`src/rtl/dds_sweep_ctrl.sv`:
```
// rtl/dds_sweep_ctrl.sv - frequency-sweep sequencer driving the DDS freq/synch inputs
module dds_sweep_ctrl #(
  parameter int FREQ_W  = 32,
  parameter int DWELL_W = 16
) (
  input  logic               clk,
  input  logic               reset,
  input  logic               start,
  input  logic               abort,
  input  logic [FREQ_W-1:0]  f_start,
  input  logic [FREQ_W-1:0]  f_stop,
  input  logic [FREQ_W-1:0]  f_step,
  input  logic [DWELL_W-1:0] dwell,
  input  logic               repeat_en,
  output logic [FREQ_W-1:0]  freq,
  output logic               synch,
  output logic               busy,
  output logic               done
);

  localparam logic [DWELL_W-1:0] ONE_D = {{(DWELL_W-1){1'b0}}, 1'b1};

  typedef enum logic [1:0] {IDLE, DWELL, DONE} state_t;

  state_t              state;
  logic [DWELL_W-1:0]  cnt;
  logic [FREQ_W-1:0]   s_start;
  logic [FREQ_W-1:0]   s_stop;
  logic [FREQ_W-1:0]   s_step;
  logic [DWELL_W-1:0]  s_dwell;
  logic                s_rep;
  logic                s_up;

  logic [FREQ_W:0]     sum;
  logic [FREQ_W:0]     diff;
  logic [FREQ_W-1:0]   nxt;
  logic [DWELL_W-1:0]  dwell_eff;

  // Next sweep point; the extra MSB catches carry/borrow so the sweep clamps on f_stop instead of wrapping
  always_comb begin
    sum  = {1'b0, freq} + {1'b0, s_step};
    diff = {1'b0, freq} - {1'b0, s_step};
    nxt  = s_stop;
    if (s_up) begin
      if (!(sum[FREQ_W] || (sum[FREQ_W-1:0] >= s_stop) || (s_step == '0)))
        nxt = sum[FREQ_W-1:0];
    end else begin
      if (!(diff[FREQ_W] || (diff[FREQ_W-1:0] <= s_stop) || (s_step == '0)))
        nxt = diff[FREQ_W-1:0];
    end
    dwell_eff = (dwell == '0) ? ONE_D : dwell;
  end

  // Sweep sequencer: snapshots config on start, steps freq every dwell_eff cycles, strobes synch on each change
  always_ff @(posedge clk) begin
    if (reset) begin
      state   <= IDLE;
      cnt     <= '0;
      freq    <= '0;
      synch   <= 1'b0;
      busy    <= 1'b0;
      done    <= 1'b0;
      s_start <= '0;
      s_stop  <= '0;
      s_step  <= '0;
      s_dwell <= '0;
      s_rep   <= 1'b0;
      s_up    <= 1'b0;
    end else begin
      case (state)
        IDLE: begin
          synch <= 1'b0;
          busy  <= 1'b0;
          done  <= 1'b0;
          if (start && !abort) begin
            s_start <= f_start;
            s_stop  <= f_stop;
            s_step  <= f_step;
            s_dwell <= dwell_eff;
            s_rep   <= repeat_en;
            s_up    <= (f_stop >= f_start);
            freq    <= f_start;
            synch   <= 1'b1;
            busy    <= 1'b1;
            cnt     <= dwell_eff - ONE_D;
            state   <= DWELL;
          end
        end
        DWELL: begin
          if (abort) begin
            state <= IDLE;
            freq  <= '0;
            synch <= 1'b1;
            busy  <= 1'b0;
            done  <= 1'b0;
          end else if (cnt != '0) begin
            cnt   <= cnt - ONE_D;
            synch <= 1'b0;
          end else if (freq != s_stop) begin
            freq  <= nxt;
            synch <= 1'b1;
            cnt   <= s_dwell - ONE_D;
          end else if (s_rep) begin
            freq  <= s_start;
            synch <= 1'b1;
            cnt   <= s_dwell - ONE_D;
          end else begin
            state <= DONE;
            synch <= 1'b0;
            busy  <= 1'b0;
            done  <= 1'b1;
          end
        end
        DONE: begin
          state <= IDLE;
          done  <= 1'b0;
          busy  <= 1'b0;
          if (abort) begin
            freq  <= '0;
            synch <= 1'b1;
          end else begin
            synch <= 1'b0;
          end
        end
        default: begin
          state <= IDLE;
          synch <= 1'b0;
          busy  <= 1'b0;
          done  <= 1'b0;
        end
      endcase
    end
  end

endmodule

```
`config.mk`:
```
export PLATFORM = sky130hd
export DESIGN_NAME = dds_sweep_ctrl
export DESIGN_NICKNAME = d
export VERILOG_FILES = /design/src/rtl/dds_sweep_ctrl.sv
export SDC_FILE = /design/constraint.sdc
export NUM_CORES = 1
export LEC_CHECK = 0
export ABC_AREA = 1
export CORE_AREA = 2 2 187 189
export CTS_BUF_LIST = sky130_fd_sc_hd__clkbuf_4 sky130_fd_sc_hd__clkbuf_8 sky130_fd_sc_hd__clkbuf_16
export DETAILED_ROUTE_END_ITERATION = 12
export DIE_AREA = 0 0 189 191
export GPL_ROUTABILITY_DRIVEN = 1
export PLACE_DENSITY_LB_ADDON = 0.15
export RECOVER_POWER = 100
export SLEW_MARGIN = 20
export SYNTH_ARGS = -nofsm -noshare
export SYNTH_HDL_FRONTEND = slang
export SYNTH_SLANG_ARGS = --single-unit
```
`constraint.sdc`:
```
create_clock -name clk -period 4.2 [get_ports clk]
set_input_delay 0.42 -clock clk [delete_from_list [all_inputs] [get_ports clk]]
set_output_delay 0.42 -clock clk [all_outputs]
set_load 0.02 [all_outputs]
```
Yosys cells after proc, flatten, opt, wreduce, memory -nomap -nowiden. Index checks and enable logic that the tools add are counted.

Add/subtract/negate cells: 5. Magnitude comparators: 3. Equal/unequal tests: 11. Multiplexer cells: 35. Bitwise logic cells: 4. Reduce and logical (&&, ||, !) cells: 19.

Operators with widths (number): 32-bit 2-to-1 mux (9); 16-bit 2-to-1 mux (6); 32-bit one-hot mux with 3 select lines (1); 32-bit >= comparator (2); 16-bit by 1-bit subtractor with 16-bit output, second input constant (3); 32-bit by 32-bit adder with 33-bit output (1); 32-bit by 32-bit subtractor with 33-bit output (1); 32-bit <= comparator (1); 32-bit logical NOT (1); 32-bit inequality test (1); 16-bit one-hot mux with 2 select lines (1); 16-bit logical NOT (1); 16-bit nonzero test (1); 1-bit 2-to-1 mux (10); 2-bit 2-to-1 mux (5); 3-bit inequality test, second input constant (3); 4-bit inequality test, second input constant (2); 4-bit AND reduction (2); 2-bit inequality test, second input constant (3); 3-bit AND reduction (2); 5-bit AND reduction (1); 1-bit logical OR (4); 1-bit NOT (4); 2-bit one-hot mux with 2 select lines (1); 11 further kinds (11).

Bits in registers: 167. Bits of input ports: 117. Output and inout bits: 35. Logic and storage cells: 89.

Depth between registers and ports, before layout.
Depth after elaboration: 10. Depth in mapped cells: 34. Mapped depth without buffers: 32.

Least setup slack after synthesis. No wires, ideal clock.

Path kind: register to register. From: reg freq[0]. To: reg freq[24]. Library setup time: 0.117 ns. Data arrival time: 3.275 ns. Required time: 4.083 ns. Setup slack: 0.808 ns. Cell stages (with the launch flop): 32. Path buffers: 1. Period minus slack after synthesis: 3.392 ns. Path through: dfxtp_1 ha_1 inv_1 fa_1 inv_1 nand2_1 nand2_1 and2_1 nand2_1 nand3_1 nand2_1 nand2_1 xor2_1 inv_1 ha_1 nand2_1 nand2_1 nand2_1 nand2_1 nand2_1 nand2_1 nand2_1 nand3_1 nor2_2 nand2_2 nor2_8 buf_8 nand2_1 nand3_1 nand3_1 nand2_1 a21oi_1.

Cells in the longest elaborated chain, start to end: 10. Elaborated cells on any way between the ends: 18. Classes of those cells: 2 x add/sub; 2 x order compare; 2 x eq/ne; 7 x mux; 5 x reduce/logical.

Ends and longest elaborated chain: start: declaration (line 15) `output logic [FREQ_W-1:0] freq,`; start signal: assignment (line 82) `freq <= f_start;`; start signal: assignment (line 100) `freq <= nxt;`; start signal: assignment (line 104) `freq <= s_start;`; 32-bit by 32-bit subtractor with 33-bit output / 32-bit by 32-bit adder with 33-bit output (equally long branches) (line 42, 41); 32-bit <= comparator / 32-bit >= comparator (equally long branches) (line 48, 45); 1-bit logical OR, on equally long branches (2 in a row) (line 48, 45); 32-bit 2-to-1 mux, on equally long branches (line 48, 45); 32-bit 2-to-1 mux (line 44) `if (s_up) begin`; 32-bit 2-to-1 mux (line 99) `end else if (freq != s_stop) begin`; 32-bit 2-to-1 mux (line 96) `end else if (cnt != '0) begin`; 32-bit 2-to-1 mux (line 90) `if (abort) begin`; 32-bit one-hot mux with 3 select lines (line 70) `case (state)`.

Several ways; a longest one is shown, not always the timed one. The select of a mux whose other input is x is not followed. A chain may end at the register's enable or synchronous reset.

Worst setup path in the final report.
From: reg freq[24]. To: reg freq[12].

The elaborated chain is that of the path after synthesis.

==> results.md <==
- Post-Synthesis Cells: roughly 2900
- HP Start: s_dwell[9]
- Slew margin rel.: -53.5%
- Residual DRC: 0
- Total grt overflow: 0
- Vias: 19000
- Share of cells above drive strength 1: a little under 9%
- Max H-tree Level: 4
- Crit Path Max Fanout: 16
- Largest net degree at the start of global routing: 91
- Maximum clock frequency: approximately 250 MHz
- Hold Path Cell Cnt: 2
- HP Class: reg -> reg
- Die area: approximately 36000 µm²
- Worst-path clk slew: about 0.08 ns
- Cell Area, Synth: 16900 µm²
- Reg2Reg Depth: 26
- # IOs: around 150
- Vias in the first global route: 17800
- Reg2reg start: freq[24]
- Synth warn: 0
- Fill cells: approximately 3400
- Tmin final: between 4 and 5 ns
- # Max-Cap Violations: 2
- Core Area: around 34000 µm²
- Design area: a little over 20000 µm²
- Worst Clk Skew: between 0.02 and 0.03 ns
- Overall Power: ~0.010 W
- Worst vdd rail ir drop: 0.000358 V
- Crit path launch type: flop
- Syn nets: roughly 3200
- Critical Path Max Stage Delay: 0.50 ns
- Max Used Layer: met4
- Global placement routability congestion: approximately 1
- First-pass GRT wire length: between 90000 and 100000 µm
- Syn-to-layout area delta: 19.5%
- Number of library cell types mapped by synthesis: between 40 and 50
- Violated checks: max-capacitance violations, max-slew violations
- Commonest non-fill, non-tap cells in the layout: nand2_1 (813), inv_1 (522), nor2_1 (241), a21oi_1 (237), nand3_1 (198)
- Post-DR vias/cell: around 5.4
- Die H: roughly 190 µm
- Hold buffers post-CTS: 0
- Most used cell, CP: nand2_1
- Wl on met1: around 29000 µm
- Metal2 WL: 27500 µm
- Crit path arrival time: about 4.4 ns
- Final setup TNS: 0 ns
- Worst hold slack: approximately 0.47 ns
- Clk_lat worst skew: approximately 0.47 ns
- Buf/Inv on CP: 3
- N_diodes: 0
- CTS root buf: clkbuf_16
- Power Density: 512 nW/µm²
- R2r setup slk: roughly 0.18 ns
- GRT Total Usage: a little over a third
- Pre-Repair DR Iteration Count: 6
- Max clock buf depth: 2
- Outcome: finished, violations left
- DRT Wirelength: about 64000 µm
- Placement Cell Area: 19000 µm²
- Crit Reg-Reg Endpoint: freq[12]
- Final hold vios: 0
- Cts bufs inserted: 17
- Hold path endpoint: s_dwell[9]
- Register area share after synthesis: approximately 20%
- Most common cell after layout, fill and taps aside: nand2_1
- Worst-Margin Slew: 2.30 ns
- # rows: 68
- CP delay by family, top: simple AND/OR/NAND/NOR gates
- IO buf count: 151
- Initial antenna violation count: 0
- Routed Antenna Nets: 0
- Endpoint type of the worst setup path: flop
- Final nets: between 3000 and 4000
- Final critical-path share of the clock period: between 90% and 100%
- Crit path from: freq[24]
- Dpl hpwl: 51400 µm
- Static leakage: approximately 11 nW
- Finish-stage setup viols: 0
- Starting Density: slightly below 50%
- Worst endpoint required time: ~4.6 ns
- Sink count of the clock tree: about 170
- Average size of a mapped cell: around 5.8 µm²
- Die width: about 190 µm
- Routed len/inst: roughly 18 µm
- DR WL met3: 5610 µm
- Slew Limit Fails: ~160
- First DRT Iteration DRCs: around 1700
- CTS tree: done
- Worst path slowest cell: dfxtp_1
- Yosys reg bits: 167
- WS Path Type: reg -> reg
## repair_timing
item,in CTS,in global routing
cloned,0,2
hold endpoints to repair,0,0
resized for setup,7,107
setup endpoints to repair,32,32
pin swaps,0,5
buffers inserted,0,4
## sequential cells by signal, indices dropped and copies added, names as in the netlist
signal   flops
s_rep        1
s_dwell     16
s_start     32
cnt         16
synch        1
busy         1
freq        32
s_up         1
state        2
s_stop      32
s_step      32
done         1
## cells by family after synthesis
| family | synth area share [%] |
|---|---|
| xor gates and xnor gates | 2.28 |
| DFF | 19.8 |
| adders and majority gates | 12.5 |
| buffers and inverters | 15.7 |
| and+or+nand+nor | 34.9 |
| AOI/OAI and AO/OA | 14.7 |
## worst reg2reg max path, cell delays in order, from the launching register on
cell,delay (ns)
dfxtp_1,0.50
ha_2,0.39
buf_4,0.19
nor2_2,0.18
nand2_1,0.16
nor3_1,0.22
inv_1,0.07
nor2_1,0.08
nand2_1,0.11
nand3_1,0.09
nand2_1,0.05
nand2_1,0.16
ha_1,0.26
nand2_1,0.08
nor2_1,0.05
and2_1,0.17
nand2_1,0.07
nand3_1,0.08
nor2_2,0.15
nand2_2,0.11
nor2_8,0.14
buf_12,0.18
nand2_1,0.07
nand3_1,0.07
nand3_1,0.13
nand2_1,0.11
a21oi_1,0.07
## metal layers
layer	track usage, %	vias up
li1	-	9415
met3	6.90	109
met2	53.3	756
met4	12.2	0
met5	0	-
met1	49.0	8739
## Yosys cell counts (all sizes together)
master / number / area (µm²)
or2: 3 / 18.8
nor4: 7 / 43.8
a2111oi: 1 / 8.76
xnor2: 2 / 17.5
o21bai: 5 / 37.5
ha: 166 / 2080
o211ai: 1 / 7.51
and2: 7 / 43.8
fa: 2 / 40.0
inv: 539 / 2020
o21ai: 203 / 1020
a21boi: 3 / 22.5
nor3: 23 / 125
clkinv: 2 / 7.51
nand2: 836 / 3190
a21o: 3 / 22.5
o22ai: 3 / 18.8
clkbuf: 56 / 210
nand3: 210 / 1100
a21oi: 252 / 1300
nor2: 279 / 1130
nand3b: 3 / 22.5
a211oi: 5 / 37.5
xor2: 42 / 368
o21a: 3 / 22.5
dfxtp: 167 / 3340
nand4: 36 / 225
buf: 58 / 410
## worst max path at each step
| stage | to | slack [ns] | cells past startpoint |
|---|---|---|---|
| floorplan | freq[24] | 0.81 | 31 |
| global placement | freq[12] | -0.08 | 29 |
| detailed placement | freq[12] | -0.13 | 29 |
| CTS | freq[12] | 0.009 | 27 |
| global route | freq[6] | -0.02 | 25 |
| finish | freq[12] | 0.18 | 26 |
## power breakdown
part	leakage, nW	internal (W)	switching (W)
Combinational	9.16	0.00238	0.00424
Clock	0.303	0.000940	0.000805
Sequential	1.38	0.00177	0.000185
Total	10.8	0.00509	0.00523
## through the flow
step / util (%) / setup slack [ns] / instances
2_1_floorplan: - / 0.808 / 2917
3_3_place_gp: 55.8 / -0.0782 / 3489
3_5_place_dp: 55.8 / -0.129 / 3489
4_1_cts: 57.7 / 0.00905 / 3521
5_1_grt: 59.1 / -0.0152 / 3527
6_report: 59.1 / 0.178 / 3527
## layout make-up
class	instances	area (µm²)	area share [%]
clock buffers	20	460	2.28
clock inverters	12	161	0.801
inverters	541	2030	10.1
multi-input cells	2095	11300	56.3
flip-flops and latches	167	3350	16.6
well taps	455	569	2.82
repair buffers	237	2240	11.1
(Power assumes the default switching activity.)
